**src/rtl/fetch_pkg.sv**
```systemverilog
// fetch_pkg: shared types and constants for the fetch sequencer.
// State encoding, opcode field bounds and the sequential PC step.
package fetch_pkg;

  typedef enum logic [1:0] {
    IDLE  = 2'd0,
    FETCH = 2'd1,
    EXEC  = 2'd2,
    STOP  = 2'd3
  } fetch_state_t;

  localparam logic [5:0]  HALT_OPCODE_DEF = 6'b111111;
  localparam int          OPC_HI          = 31;
  localparam int          OPC_LO          = 26;
  localparam logic [31:0] PC_STEP         = 32'd4;

endpackage

```
**src/rtl/fetch_control_if.sv**
```systemverilog
// fetch_control_if: instruction-memory req/ack bus.
// master = fetch sequencer, slave = instruction memory.
interface fetch_control_if;

  logic        imem_req;
  logic [31:0] imem_addr;
  logic        imem_ack;
  logic [31:0] imem_rdata;

  modport master (
    output imem_req,
    output imem_addr,
    input  imem_ack,
    input  imem_rdata
  );

  modport slave (
    input  imem_req,
    input  imem_addr,
    output imem_ack,
    output imem_rdata
  );

endinterface

```
**src/rtl/next_pc_sel.sv**
```systemverilog
// next_pc_sel: next-PC priority mux with redirect alignment check.
// jr > jump > branch_taken > sequential pc + 4 (32-bit wrap).
module next_pc_sel
  import fetch_pkg::*;
(
  input  logic [31:0] pc,
  input  logic        jr,
  input  logic        jump,
  input  logic        branch_taken,
  input  logic [31:0] jr_target,
  input  logic [31:0] jump_target,
  input  logic [31:0] branch_target,
  output logic [31:0] prox_end,
  output logic        misaligned
);

  // Redirects may overlap, so this is a priority decode.
  always_comb begin
    prox_end   = pc + PC_STEP;
    misaligned = 1'b0;
    priority case (1'b1)
      jr: begin
        prox_end   = jr_target;
        misaligned = |jr_target[1:0];
      end
      jump: begin
        prox_end   = jump_target;
        misaligned = |jump_target[1:0];
      end
      branch_taken: begin
        prox_end   = branch_target;
        misaligned = |branch_target[1:0];
      end
      default: ;
    endcase
  end

endmodule

```
**src/rtl/fetch_control.sv**
```systemverilog
// fetch_control: fetch/exec sequencer driving the PC register.
// The PC register only loads prox_end when halt is low.
module fetch_control
  import fetch_pkg::*;
#(
  parameter logic [5:0]  HALT_OPCODE = HALT_OPCODE_DEF,
  parameter logic [31:0] RESET_PC    = 32'h0
) (
  input  logic               clock_pc,
  input  logic               reset,
  input  logic [31:0]        pc,
  fetch_control_if.master    imem,
  output logic [31:0]        instr,
  output logic               instr_valid,
  input  logic               stall_ext,
  input  logic               jr,
  input  logic               jump,
  input  logic               branch_taken,
  input  logic [31:0]        jr_target,
  input  logic [31:0]        jump_target,
  input  logic [31:0]        branch_target,
  output logic [31:0]        prox_end,
  output logic               halt,
  output logic               halted,
  output logic               fault
);

  fetch_state_t state_q;
  fetch_state_t state_d;

  logic [31:0] sel_pc;
  logic        misaligned;
  logic        in_exec;
  logic        is_halt;
  logic        advance;
  logic        bad_target;

  next_pc_sel u_next_pc_sel (
    .pc            (pc),
    .jr            (jr),
    .jump          (jump),
    .branch_taken  (branch_taken),
    .jr_target     (jr_target),
    .jump_target   (jump_target),
    .branch_target (branch_target),
    .prox_end      (sel_pc),
    .misaligned    (misaligned)
  );

  assign in_exec    = (state_q == EXEC);
  assign is_halt    = (instr[OPC_HI:OPC_LO] == HALT_OPCODE);
  assign bad_target = in_exec && !is_halt && !stall_ext && misaligned;
  assign advance    = in_exec && !is_halt && !stall_ext && !misaligned;

  assign imem.imem_addr = pc;

  // State register; reset drops imem_req at once.
  always_ff @(posedge clock_pc or posedge reset) begin
    if (reset) state_q <= IDLE;
    else       state_q <= state_d;
  end

  // Next state: halt opcode beats stall, stall beats redirect.
  always_comb begin
    state_d = state_q;
    unique case (state_q)
      IDLE:  state_d = FETCH;
      FETCH: if (imem.imem_ack) state_d = EXEC;
      EXEC: begin
        if (is_halt)         state_d = STOP;
        else if (stall_ext)  state_d = EXEC;
        else if (misaligned) state_d = STOP;
        else                 state_d = FETCH;
      end
      STOP:  state_d = STOP;
    endcase
  end

  // Outputs: PC is held everywhere except an advancing EXEC.
  always_comb begin
    imem.imem_req = 1'b0;
    instr_valid   = 1'b0;
    halt          = 1'b1;
    prox_end      = pc;
    unique case (state_q)
      IDLE:  prox_end = RESET_PC;
      FETCH: imem.imem_req = 1'b1;
      EXEC: begin
        instr_valid = 1'b1;
        prox_end    = sel_pc;
        halt        = !advance;
      end
      STOP:  ;
    endcase
  end

  // Instruction latch, loaded only on an ack seen in FETCH.
  always_ff @(posedge clock_pc or posedge reset) begin
    if (reset)
      instr <= 32'h0;
    else if (state_q == FETCH && imem.imem_ack)
      instr <= imem.imem_rdata;
  end

  // Sticky halt/fault flags, cleared only by reset.
  always_ff @(posedge clock_pc or posedge reset) begin
    if (reset) begin
      halted <= 1'b0;
      fault  <= 1'b0;
    end else begin
      if (in_exec && is_halt) halted <= 1'b1;
      if (bad_target)         fault  <= 1'b1;
    end
  end

endmodule

```
**src/flat_wrapper.sv**
```systemverilog
// flat-port wrapper written by rule: the top's interface ports become plain ports
module fetch_control_flat import fetch_pkg::*;
#(
  parameter logic [5:0]  HALT_OPCODE = HALT_OPCODE_DEF,
  parameter logic [31:0] RESET_PC    = 32'h0
)
  (clock_pc, reset, pc, instr, instr_valid, stall_ext, jr, jump, branch_taken, jr_target, jump_target, branch_target, prox_end, halt, halted, fault, imem_imem_req, imem_imem_addr, imem_imem_ack, imem_imem_rdata);
  fetch_control_if imem_i ();
  input  logic clock_pc;
  input  logic reset;
  input  logic [31:0] pc;
  output logic [31:0] instr;
  output logic instr_valid;
  input  logic stall_ext;
  input  logic jr;
  input  logic jump;
  input  logic branch_taken;
  input  logic [31:0] jr_target;
  input  logic [31:0] jump_target;
  input  logic [31:0] branch_target;
  output logic [31:0] prox_end;
  output logic halt;
  output logic halted;
  output logic fault;
  output wire logic [$bits(imem_i.imem_req)-1:0] imem_imem_req;
  output wire logic [$bits(imem_i.imem_addr)-1:0] imem_imem_addr;
  input wire logic [$bits(imem_i.imem_ack)-1:0] imem_imem_ack;
  input wire logic [$bits(imem_i.imem_rdata)-1:0] imem_imem_rdata;
  assign imem_imem_req = imem_i.imem_req;
  assign imem_imem_addr = imem_i.imem_addr;
  assign imem_i.imem_ack = imem_imem_ack;
  assign imem_i.imem_rdata = imem_imem_rdata;
  fetch_control #(.HALT_OPCODE(HALT_OPCODE), .RESET_PC(RESET_PC)) u_core (.clock_pc(clock_pc), .reset(reset), .pc(pc), .imem(imem_i), .instr(instr), .instr_valid(instr_valid), .stall_ext(stall_ext), .jr(jr), .jump(jump), .branch_taken(branch_taken), .jr_target(jr_target), .jump_target(jump_target), .branch_target(branch_target), .prox_end(prox_end), .halt(halt), .halted(halted), .fault(fault));
endmodule
```
**config.mk**
```make
export PLATFORM = sky130hd
export DESIGN_NAME = fetch_control_flat
export DESIGN_NICKNAME = d
export VERILOG_FILES = /design/src/rtl/fetch_pkg.sv /design/src/rtl/fetch_control_if.sv /design/src/rtl/next_pc_sel.sv /design/src/rtl/fetch_control.sv /design/src/flat_wrapper.sv
export SDC_FILE = /design/constraint.sdc
export NUM_CORES = 1
export LEC_CHECK = 0
export CORE_MARGIN = 2
export CORE_UTILIZATION = 35
export CTS_BUF_LIST = sky130_fd_sc_hd__clkbuf_8
export CTS_CLUSTER_SIZE = 14
export DETAILED_ROUTE_END_ITERATION = 16
export MAX_ROUTING_LAYER = met4
export PLACE_DENSITY = 0.82
export SYNTH_ARGS = -nofsm -noshare
export SYNTH_HDL_FRONTEND = slang
export SYNTH_SLANG_ARGS = --single-unit
```
**constraint.sdc**
```tcl
create_clock -name clock_pc -period 6.3 [get_ports clock_pc]
set_input_delay 1.26 -clock clock_pc [delete_from_list [all_inputs] [get_ports clock_pc]]
set_output_delay 1.26 -clock clock_pc [all_outputs]
set_load 0.05 [all_outputs]
```
### Yosys cells after proc, flatten, opt, wreduce, memory -nomap -nowiden

Cells that the tools add are included.
Widths: inputs -> output; s select.

* add/sub/neg operators: 1
* reduce and logical (&&, ||, !) cells: 14
* multiplexer cells: 15
* equal/unequal tests: 5

Operators with widths (number)
* $mux 32: 3
* $pmux 32 s2: 1
* $add 32x3->32 const B: 1
* $mux 2: 4
* $pmux 2 s4: 1
* $eq 6x6->1 const B: 1
* $logic_and 1x1->1: 6
* $mux 1: 6
* $reduce_or 2->1: 3
* $eq 2x2->1 const B: 2
* $logic_not 1->1: 4
* $eq 2x1->1 const B: 1
* $logic_not 2->1: 1
* $ne 2x2->1 const B: 1

* flip-flop bits (word level): 36
* output and inout port bits: 101
* logic and storage cells: 39

### Longest topological paths before layout

* word-level depth: 8
* gate-level depth with buffers: 8
* depth with buffers taken out: 7

### Modules after synthesis

Synthesis repeated with hierarchy kept, for this count alone.

* cell total of the unflattened synthesis: 397
* area, all modules: 3555.9 sq um

By module, submodules not included
* fetch_control: cells an instance 159, seq. area each 900.9 sq um, area each 2079.5 sq um, instances 1
* next_pc_sel: cells an instance 238, seq. area each 0.0 sq um, area each 1476.4 sq um, instances 1

### Least setup slack after synthesis

OpenSTA, ideal clock, no wires.

* kind: input -> output
* start point: input port pc[13]
* end point: output port prox_end[26]
* arrival time: 4.051 ns
* data required time: 5.040 ns
* setup slack: 0.989 ns
* buffers on the path: 3
* cell stages on the path: 8
* path through: buf_6 > nand4_1 > buf_4 > or4_1 > buf_2 > nor3_1 > nor4_1 > nor4_1

* longest elaborated chain between the ends: 5

RTL lines
* start: declaration: line flat_wrapper.sv:11 `input logic [31:0] pc;`
* $add 32x3->32: line next_pc_sel.sv:19 `prox_end = pc + PC_STEP;`
* $mux 32 (3 in series): line next_pc_sel.sv:21 `priority case (1'b1)`
* $pmux 32 s2: line fetch_control.sv:85 `unique case (state_q)`
* end: declaration: line flat_wrapper.sv:21 `output logic [31:0] prox_end;`

Every way passes these cells.

### Worst setup path in the final report

* start point: input port pc[4]
* end point: output port prox_end[23]

The elaborated chain is that of the path after synthesis.

==> reports/results.ini <==
[clock_tree]
ctsRootBufferMaster=clkbuf_8
numCtsBuffers=5
clockBufferDepth=2
clk_latency_ps=280
cts.sinks=36
cts_tree=built
cts.htree.levels=2
clkSlewWorstSetupHoldPaths_ps=70
post_cts_resized=0
holdBufCountCts=0
post-cts-setup-buffers=0

[setup_path]
cp_slowest_cell=clkdlybuf4s50_1
crit_top_cell=clkdlybuf4s50_1
start_kind=primary input
cp-end-kind=primary output
crit_path_max_fanout=8
max_stage_delay_ps=820
path_cells=clkdlybuf4s50_1 > nand4_4 > or4_1 > nor4_1 > o21ai_0 > a21oi_1 > clkdlybuf4s50_1
critPathArrivalTime_ps=4310
cp_data_required_time_ps=5040
rr_worst_depth=4
path_class=in2out

[timing]
setup_viol=0
final_hold_viol_count=0
drv_slew=0
tightest_slew_ps=771
post-route-min-period_ps=5570
fmax_mhz=179
tns_ps=0
skew_ps=3.43
finalCritPeriodShare_pct=88.4
slew_headroom_pct=48.1
grt_setup_unrepaired=false
fin_ws_ps=728

[synthesis]
seq_area_frac_synth_pct=24.5
synth.area.top_cells=dfrtp_1 (24%), mux2_2 (9.8%), buf_4 (6.7%), o21ai_0 (5.7%), nand2_1 (4.8%)
syn_area_um2=3680
yosys.area.top_type=dfrtp_1
netlist_instances=469
yosysWarningCount=0
netlist.area_leader.share_pct=24.5
synth_cell_types=61
synth_async_sr_flop_share_pct=100
syn_avg_cell_area_um2=7.85
synthFlopType=dfrtp_1
synth_nets=638
synth_edf_count=0
synth_seq_cells=36

[route]
drc=0
drt_wl_total_um=16200
drtAntennaViolNets=0
routed-wl-met2_um=7780
wl_per_cell_um=19.7
post_drt_via_cell_ratio=5.79
first_pass_iters=5
dr.first_iter.drc_count=313
vias=4748
dr.max_layer_used=met4
met1_length_um=6080
routed-wl-met3_um=1640

[power_and_ir_drop]
power_per_cell_area_nw_per_um2=205
totalPowerFinal_mw=1.28
irDropWorstVdd_uv=276
power.leakage_nw=2.39

[layout]
multi_input_area_um2=2310
antennaDiodeCount=0
fin_nets=852
num-fill-cells=901
seqCellArea_um2=901
drive_gt1_share_pct=12.1
syn_to_final_growth_pct=69.0

[global_routing]
grt_pass1_wl_um=24900
grt_start_max_net_pins=48
grt-ovfl-total=0
antenna_found_initial=0
grt_pass1_vias=4745
grt_usage_pct=28.0

[placement]
hpwl_um=12800
port_buffers=267
place_congestion=0.950
pre_cts_slack_ps=743

[run_status]
status=complete, no violations

[floorplan]
die_height_um=107
start_util_pct=35.8
num_rows=37
die_w_um=107
ios=268
design.core.area_um2=10300
die_area_um2=11400

[worst_hold_path]
holdCritPathClass=reg2reg
whs_path_depth=2

[flow_run]
cap_viol_max_count=0

-- where the power goes --
group / switching (mW) / internal, mW
registers: 0.0377 / 0.296
logic: 0.470 / 0.308
clock network: 0.0797 / 0.0872
total: 0.587 / 0.691
-- registers in the layout (all words and copies together) (netlist names) --
name            flops
u_core.fault        1
u_core.instr       32
u_core.halted       1
u_core.state_q      2
-- layout by cell type, fill, tap and decap left out, types with 3 or more instances in the layout --
master           synthesis  routed
inv_1                   10      11
mux2i_1                  7       7
nor4_1                  10      10
nand2_1                 47      47
or3_1                    3       3
nor2_1                  22      22
nand3_1                 17      17
o21a_1                   4       4
o31ai_1                  3       3
mux2_2                  32      32
buf_4                   33      34
xnor2_1                  4       4
dfrtp_1                 36      36
a22o_1                   6       6
a32oi_1                  4       4
o22ai_1                  9       9
clkbuf_8                 1       6
nor3_1                  15      15
xor2_1                   4       4
o21ai_0                 42      42
or4_1                    4       4
o221ai_1                 5       5
nand4_1                 11      11
a22oi_1                  4       4
or2_2                    4       4
nand2b_1                 4       4
clkdlybuf4s50_1          0     243
o211ai_1                 6       6
a221oi_1                 9       9
a221o_1                  5       5
a21oi_1                 33      33
-- Yosys cell counts, types with 2 or more instances --
library cell and n:
a211oi_1 2, a21o_1 2, a21oi_1 33, a221o_1 5, a221oi_1 9, a22o_1 6
a22oi_1 4, a311oi_1 2, a32oi_1 4, a41oi_1 2, and4_1 2, buf_1 3
buf_2 4, buf_4 33, buf_6 3, clkbuf_1 26, clkinv_1 2, dfrtp_1 36
ha_1 2, inv_1 10, mux2_2 32, mux2i_1 7, nand2_1 47, nand2b_1 4
nand3_1 17, nand3b_1 2, nand4_1 11, nor2_1 22, nor2b_1 2, nor3_1 15
nor3b_1 2, nor4_1 10, nor4b_1 2, o211ai_1 6, o21a_1 4, o21ai_0 42
o221ai_1 5, o22ai_1 9, o31a_1 2, o31ai_1 3, or2_2 4, or3_1 3
or4_1 4, xnor2_1 4, xor2_1 4
-- kinds of logic (layout without fill, tap and decap cells) --
logic type	after synthesis	count (layout)	share of synthesized area, %
AOI/OAI and AO/OA	147	147	26.2
xor gates and xnor gates	8	8	1.90
adders and majority gates	2	2	0.679
buffers and inverters	83	298	12.9
DFF	36	36	24.5
muxes	39	39	11.7
and+or+nand+nor	154	154	22.2
-- worst max-delay path, delay by kind of cell --
family	cells	cell delay (ps)
compound gates	2	290
simple gates	3	1230
buf+inv	2	1520
-- stage by stage --
stage	utilization [%]	area (um2)	hold slack, ps	instances
2_1_floorplan	-	3680	750	469
3_3_place_gp	59.7	6130	444	812
3_5_place_dp	59.7	6130	457	812
4_1_cts	60.6	6230	479	820
5_1_grt	60.6	6230	505	820
6_report	60.6	6230	478	820
-- routing by layer --
layer / up-vias / GRT usage [%]
met2: 314 / 47.1
met4: 0 / 12.0
met3: 50 / 6.02
li1: 2163 / -
met1: 2221 / 32.2
met5: - / -
-- worst paths after layout --
| check | startpoint | end | slack [ps] |
|---|---|---|---|
| setup / recovery | pc[4] | prox_end[23] | 730 |
| hold / removal | u_core.fault | u_core.fault | 480 |
| setup reg to reg | u_core.state_q[0] | u_core.halted | 4170 |
| hold reg to reg | u_core.fault | u_core.fault | 480 |
| max in group asynchronous | reset | u_core.instr[7] | 4560 |
| min in group asynchronous | reset | u_core.instr[0] | 1140 |
-- layout make-up --
class                           instances  share of cell area [%]
Multi-Input combinational cell        350                    37.1
Sequential cell                        36                    14.5
Clock buffer                            6                    1.33
Inverter                               12                   0.723
Clock inverter                          2                   0.181
Tap cell                              136                    2.73
Timing Repair Buffer                  278                    43.5
Power figures use the tool's default switching activity.
